[src/rtl/speck_pkg.sv]
// Shared definitions for the iterative SPECK core.
// Holds the FSM state encoding, width-generic rotate helpers, rotation-amount selection
// and the legal (word, key words) -> round count table used to reject bad configurations.
package speck_pkg;

  typedef enum logic [2:0] {
    StIdle   = 3'd0,
    StExpand = 3'd1,
    StEnc    = 3'd2,
    StDec    = 3'd3,
    StDone   = 3'd4
  } state_e;

  // Low w bits set; words are carried in 64-bit containers.
  function automatic logic [63:0] word_mask(int unsigned w);
    if (w >= 64) return '1;
    return (64'd1 << w) - 64'd1;
  endfunction

  function automatic logic [63:0] ror(logic [63:0] x, int unsigned r, int unsigned w);
    logic [63:0] xm;
    xm = x & word_mask(w);
    return ((xm >> r) | (xm << (w - r))) & word_mask(w);
  endfunction

  function automatic logic [63:0] rol(logic [63:0] x, int unsigned r, int unsigned w);
    logic [63:0] xm;
    xm = x & word_mask(w);
    return ((xm << r) | (xm >> (w - r))) & word_mask(w);
  endfunction

  function automatic int unsigned alpha_of(int unsigned w);
    return (w == 16) ? 7 : 8;
  endfunction

  function automatic int unsigned beta_of(int unsigned w);
    return (w == 16) ? 2 : 3;
  endfunction

  // Returns 0 for an illegal combination.
  function automatic int unsigned rounds_of(int unsigned w, int unsigned m);
    case ({w[7:0], m[3:0]})
      {8'd16, 4'd4}: return 22;
      {8'd24, 4'd3}: return 22;
      {8'd24, 4'd4}: return 23;
      {8'd32, 4'd3}: return 26;
      {8'd32, 4'd4}: return 27;
      {8'd48, 4'd2}: return 28;
      {8'd48, 4'd3}: return 29;
      {8'd64, 4'd2}: return 32;
      {8'd64, 4'd3}: return 33;
      {8'd64, 4'd4}: return 34;
      default:       return 0;
    endcase
  endfunction

endpackage

[src/rtl/speck_round.sv]
// Combinational SPECK round plus one key-schedule step.
// Ports:
//   mode_i            0 = encrypt round, 1 = decrypt round
//   x_i, y_i          current state words
//   k_i               round subkey
//   l_i, idx_i        schedule l word and round index for the schedule step
//   x_o, y_o          next state words
//   l_new_o, k_next_o new schedule l word and next subkey
module speck_round
  import speck_pkg::*;
#(
  parameter int unsigned WORD = 64
) (
  input  logic            mode_i,
  input  logic [WORD-1:0] x_i,
  input  logic [WORD-1:0] y_i,
  input  logic [WORD-1:0] k_i,
  input  logic [WORD-1:0] l_i,
  input  logic [WORD-1:0] idx_i,
  output logic [WORD-1:0] x_o,
  output logic [WORD-1:0] y_o,
  output logic [WORD-1:0] l_new_o,
  output logic [WORD-1:0] k_next_o
);

  localparam int unsigned Alpha = alpha_of(WORD);
  localparam int unsigned Beta  = beta_of(WORD);

  function automatic logic [WORD-1:0] rr(logic [WORD-1:0] v, int unsigned r);
    return WORD'(ror(64'(v), r, WORD));
  endfunction

  function automatic logic [WORD-1:0] rl(logic [WORD-1:0] v, int unsigned r);
    return WORD'(rol(64'(v), r, WORD));
  endfunction

  logic [WORD-1:0] x_n, y_n, l_n;

  always_comb begin
    l_n      = (k_i + rr(l_i, Alpha)) ^ idx_i;
    l_new_o  = l_n;
    k_next_o = rl(k_i, Beta) ^ l_n;
    if (!mode_i) begin
      x_n = (rr(x_i, Alpha) + y_i) ^ k_i;
      y_n = rl(y_i, Beta) ^ x_n;
    end else begin
      y_n = rr(x_i ^ y_i, Beta);
      x_n = rl((x_i ^ k_i) - y_n, Alpha);
    end
    x_o = x_n;
    y_o = y_n;
  end

endmodule

[src/rtl/speck_iter_core.sv]
// Iterative SPECK encrypt/decrypt core with on-the-fly key schedule and a subkey table
// that is reused for decryption while the key is unchanged.
// Ports:
//   clk, rst_n      clock, asynchronous active-low reset
//   signal_start    start request (IDLE only); mode/key/block_in sampled with it
//   mode            0 = encrypt, 1 = decrypt
//   key             {l_{m-2}..l0, k0}
//   block_in        {x, y}
//   block_out       result {x, y}, held until the next completion
//   finished        one-cycle completion pulse
//   busy            high while not IDLE
//   state_response  current FSM state
module speck_iter_core
  import speck_pkg::*;
#(
  parameter int unsigned WORD      = 64,
  parameter int unsigned KEY_WORDS = 2,
  parameter int unsigned ROUNDS    = 32
) (
  input  logic                      clk,
  input  logic                      rst_n,
  input  logic                      signal_start,
  input  logic                      mode,
  input  logic [KEY_WORDS*WORD-1:0] key,
  input  logic [2*WORD-1:0]         block_in,
  output logic [2*WORD-1:0]         block_out,
  output logic                      finished,
  output logic                      busy,
  output logic [2:0]                state_response
);

  localparam int unsigned CntW   = $clog2(ROUNDS);
  localparam int unsigned LDepth = KEY_WORDS - 1;

  if (ROUNDS != rounds_of(WORD, KEY_WORDS)) begin : g_cfg_check
    $error("speck_iter_core: ROUNDS does not match the SPECK table for WORD/KEY_WORDS");
  end

  state_e                    state_q, state_d;
  logic [CntW-1:0]           cnt_q, cnt_d;
  logic [WORD-1:0]           x_q, y_q, k_q;
  logic [WORD-1:0]           l_q [LDepth];
  logic [WORD-1:0]           subkey_q [ROUNDS];
  logic                      cache_valid_q;
  logic [KEY_WORDS*WORD-1:0] cache_key_q;
  logic [2*WORD-1:0]         block_out_q;

  logic            last, cache_hit, dec_sel;
  logic [WORD-1:0] k_round, x_n, y_n, l_new, k_next;
  logic [CntW-1:0] dec_idx;

  assign last      = (cnt_q == CntW'(ROUNDS - 1));
  assign cache_hit = cache_valid_q && (key == cache_key_q);
  assign dec_sel   = (state_q == StDec);
  assign dec_idx   = CntW'(ROUNDS - 1) - cnt_q;
  assign k_round   = dec_sel ? subkey_q[dec_idx] : k_q;

  speck_round #(
    .WORD(WORD)
  ) u_round (
    .mode_i  (dec_sel),
    .x_i     (x_q),
    .y_i     (y_q),
    .k_i     (k_round),
    .l_i     (l_q[0]),
    .idx_i   (WORD'(cnt_q)),
    .x_o     (x_n),
    .y_o     (y_n),
    .l_new_o (l_new),
    .k_next_o(k_next)
  );

  // State register
  always_ff @(posedge clk or negedge rst_n) begin
    if (!rst_n) state_q <= StIdle;
    else        state_q <= state_d;
  end

  // Next-state logic
  always_comb begin
    state_d = state_q;
    unique case (state_q)
      StIdle: begin
        if (signal_start) begin
          if (!mode)          state_d = StEnc;
          else if (cache_hit) state_d = StDec;
          else                state_d = StExpand;
        end
      end
      StEnc:    if (last) state_d = StDone;
      StExpand: if (last) state_d = StDec;
      StDec:    if (last) state_d = StDone;
      StDone:   state_d = StIdle;
      default:  state_d = StIdle;
    endcase
  end

  // Outputs
  always_comb begin
    finished       = (state_q == StDone);
    busy           = (state_q != StIdle);
    state_response = state_q;
    block_out      = block_out_q;
  end

  // Round counter: runs 0..T-1 in every working state, cleared on its terminal value.
  always_comb begin
    cnt_d = cnt_q;
    if (state_q == StIdle)                                    cnt_d = '0;
    else if (state_q inside {StEnc, StExpand, StDec})         cnt_d = last ? '0 : cnt_q + 1'b1;
  end

  always_ff @(posedge clk or negedge rst_n) begin
    if (!rst_n) cnt_q <= '0;
    else        cnt_q <= cnt_d;
  end

  // Datapath, key schedule and cache bookkeeping
  always_ff @(posedge clk or negedge rst_n) begin
    if (!rst_n) begin
      x_q           <= '0;
      y_q           <= '0;
      k_q           <= '0;
      for (int j = 0; j < LDepth; j++) l_q[j] <= '0;
      cache_valid_q <= 1'b0;
      cache_key_q   <= '0;
      block_out_q   <= '0;
    end else begin
      unique case (state_q)
        StIdle: begin
          if (signal_start) begin
            x_q <= block_in[2*WORD-1:WORD];
            y_q <= block_in[WORD-1:0];
            k_q <= key[WORD-1:0];
            for (int j = 0; j < LDepth; j++) l_q[j] <= key[(j+1)*WORD +: WORD];
            // The table is about to be rewritten: invalidate until it holds this key.
            if (!mode || !cache_hit) begin
              cache_valid_q <= 1'b0;
              cache_key_q   <= key;
            end
          end
        end
        StEnc, StExpand: begin
          if (state_q == StEnc) begin
            x_q <= x_n;
            y_q <= y_n;
            if (last) block_out_q <= {x_n, y_n};
          end
          k_q <= k_next;
          for (int j = 0; j < LDepth - 1; j++) l_q[j] <= l_q[j+1];
          l_q[LDepth-1] <= l_new;
          if (last) cache_valid_q <= 1'b1;
        end
        StDec: begin
          x_q <= x_n;
          y_q <= y_n;
          if (last) block_out_q <= {x_n, y_n};
        end
        default: ;
      endcase
    end
  end

  // Subkey table; contents are don't-care after reset, so no reset term.
  always_ff @(posedge clk) begin
    if (state_q == StEnc || state_q == StExpand) subkey_q[cnt_q] <= k_q;
  end

endmodule

[config.mk]
export PLATFORM = sky130hd
export DESIGN_NAME = speck_iter_core
export DESIGN_NICKNAME = d
export VERILOG_FILES = /design/src/rtl/speck_pkg.sv /design/src/rtl/speck_round.sv /design/src/rtl/speck_iter_core.sv
export SDC_FILE = /design/constraint.sdc
export NUM_CORES = 2
export LEC_CHECK = 0
export BUFFER_PORTS_ARGS = -buffer_cell sky130_fd_sc_hd__buf_2
export CAP_MARGIN = 10
export CORE_UTILIZATION = 30
export CTS_CLUSTER_SIZE = 14
export DETAILED_ROUTE_END_ITERATION = 8
export GPL_ROUTABILITY_DRIVEN = 0
export PLACE_DENSITY = 0.42
export SLEW_MARGIN = 20
export SYNTH_ARGS = -nofsm -noshare
export SYNTH_HDL_FRONTEND = slang
export SYNTH_SLANG_ARGS = --single-unit
[constraint.sdc]
create_clock -name clk -period 9.65 [get_ports clk]
set_input_delay 0 -clock clk [delete_from_list [all_inputs] [get_ports clk]]
set_output_delay 0 -clock clk [all_outputs]
set_load 0.01 [all_outputs]
==> qor.csv <==
metric,value,unit
status,"finished, violations left",
violations,DRC,
drv_slew,0,
synth_compound_area_share,8.83,%
worst_slew_pin_slew,1220,ps
synth_enable_flop_cells,2048,
min_path_cells,3,
r2r-end,x_q[7],
numCtsBuffers,296,
clk_latency,920,ps
setup_viol,0,
start_kind,register,
final_common_cell,edfxtp_1,
skew,74.9,ps
netlist_area,117000,um2
drive_above_1_share,20.7,%
first_pass_iters,9,
yosysWarnings,0,
detail-route-antenna-nets,0,
yosys.area_share.xor_xnor,4.37,%
r2r_slack,1970,ps
maxCapViolations,0,
yosysSeqAreaShare,63.6,%
timing.final.crit_share,79.6,%
hold_viol_final,0,
ys_ff_latch,2569,
initial_core_util,30.1,%
routed-via-count,76600,
worstPathArrival,8470,ps
reg2reg_depth,22,
clockBufferDepth,4,
drt-wirelength-per-cell,33.6,um
slew_headroom,18.5,%
synth_mux_area_share,13.0,%
max_freq,130,MHz
grtUsageMet1,32.0,%
grt_busiest_layer,met2,
vias_per_cell,5.39,
cts_tree,built,
dp_cells,13300,
final_cell_mix,"edfxtp_1, nand2_1, mux4_2",
finish.utilization,35.8,%
worstPathMaxFanout,31,
worstPathRequired,10440,ps
synthFlopType,edfxtp_1,
hold_class,in2reg,
design_area,139000,um2
rows,229,
antenna_found_initial,47,
synthSimpleGateAreaFrac,5.48,%
grt_pass1_vias,77800,
htreeDepth,5,
crit_type,reg2reg,
met2_usage,38.6,%
finalCriticalPeriod,7680,ps
clk_root_buffer_cell,clkbuf_16,
holdPathEnd,cache_key_q[112],
core,389000,um2
timing.rr.start,cnt_q[0],
critPathCaptureType,register,
min_from,key[112],
io_buffers,392,
setup_tns,0,ps
rsz0062_at_grt,no,
dp_hpwl,313000,um
die_w,627,um
grtUsageTotal,23.8,%
clkTransAtPathRegs,70,ps
die_y,627,um
cts_sinks,2569,
ios,393,
grt_max_degree,148,
finalNonFillerCells,14200,
areaGrowthSynthToFinish,18.8,%
die_area,393000,um2
avgSynthCellArea,14.9,um2
synth_top_family_by_area,multiplexers,
groute.layer.met3.usage,3.34,%
drt_iter0_drc,7957,
synthAdderAreaFrac,2.18,%
grt_pass1_wl,650000,um
num-nets-final,9217,
async_flop_share,20.3,%
syn-num-nets,8348,
netlist_instances,7886,
drc,252,
drt_wl_total,477000,um
overflow,0,
synth_cell_type_count,95,
dpl-instance-area,126000,um2
how the worst max path moves through the flow:
stage	start	endpoint	slack (ps)	cells past startpoint
CTS	cnt_q[0]	x_q[4]	2070	21
floorplan	cnt_q[1]	l_q[61]	3840	27
global route	cnt_q[0]	x_q[4]	1630	21
global placement	cnt_q[1]	l_q[56]	1920	23
finish	cnt_q[0]	x_q[7]	1970	22
detailed placement	cnt_q[0]	x_q[4]	2110	21
worst max-delay path, stage by stage (launching register included):
cell and delay [ps]:
dfrtp_4 940, buf_4 670, mux4_2 590, mux2_2 270
a22oi_1 150, nor2_1 60, o21a_1 310, a21oi_1 620
xnor2_1 150, ha_1 410, a21oi_1 120, o21ai_0 270
a21o_1 160, o21ai_0 80, buf_4 170, a2111o_1 450
a21oi_1 490, o21ai_0 340, o31a_1 460, o21ai_0 230
xnor2_1 150, nor2_1 80, o31ai_1 250
synth_stat cells, drive strengths merged (9+ instances only):
library cell / n / share of area, %
edfxtp: 2048 / 52
nand2: 642 / 2.1
mux4: 538 / 10
dfrtp: 521 / 11
o21ai: 490 / 2.1
nor2: 432 / 1.4
xnor2: 395 / 3.0
a21oi: 387 / 1.7
clkbuf: 261 / 0.93
ha: 199 / 2.1
buf: 177 / 1.1
inv: 175 / 0.56
xor2: 168 / 1.3
mux2: 154 / 1.5
a21o: 141 / 0.90
mux2i: 130 / 1.1
o22ai: 113 / 0.67
a211oi: 65 / 0.42
a31oi: 65 / 0.35
nand4: 64 / 0.34
a221oi: 59 / 0.44
a22oi: 58 / 0.37
and3: 58 / 0.31
nand3: 57 / 0.24
nor3: 50 / 0.21
o21bai: 44 / 0.28
o21a: 43 / 0.28
nor2b: 35 / 0.19
o31ai: 32 / 0.22
nand2b: 29 / 0.15
nor4: 28 / 0.15
or3: 24 / 0.13
and2: 22 / 0.12
o211ai: 17 / 0.11
a221o: 15 / 0.13
or2: 11 / 0.059
o22a: 10 / 0.075
o2bb2ai: 10 / 0.075
a211o: 9 / 0.067
a21boi: 9 / 0.061
cell families (layout without fill, tap and decap cells):
family,after synthesis,after routing
multiplexers,822,822
AO/OA/AOI/OAI,1639,1639
flip-flops,2569,2569
XOR/XNOR,571,571
other,0,16
AND/OR/NAND/NOR,1470,1470
buffers and inverters,613,1720
adder cells (fa/ha/maj),202,202
layout make-up:
type                            count  area, um2
Clock inverter                    146       1320
Clock buffer                      390       8290
Inverter                          175        657
Timing Repair Buffer             1009       7910
Sequential cell                  2569      74600
Tap cell                         5197       6500
Fill cell                       37200     250000
Antenna cell                       16       40.0
Multi-Input combinational cell   4704      40000
layer usage:
metal  wire (um)  vias up
li1            -    32200
met1      205000    40800
met2      223000     2942
met3       27100      730
met4       22500        4
met5          27        -
repair_timing:
action | in CTS | in global routing
hold buffers | 368 | 0
resized for setup | 0 | 0
endpoints found under the hold margin | 581 | 0
buffers inserted | 0 | 0
per-stage QoR:
| step | setup slack, ps | hold slack [ps] |
|---|---|---|
| after global routing | 1630 | 17.4 |
| after floorplan | 3840 | -296 |
| after detailed placement | 2110 | 92.1 |
| final | 1970 | 40.8 |
| after global placement | 1920 | 90.9 |
| after CTS | 2070 | 0.384 |
sequential cells by signal (all words and copies together) (netlist names):
signal / flops
k_q: 64
x_q: 64
subkey_q: 2048
cache_key_q: 128
y_q: 64
state_response: 3
block_out: 128
cache_valid_q: 1
l_q: 64
cnt_q: 5
Power is not shown: default switching activity piles up to over one toggle a cycle in this logic, so the estimate is an artifact.
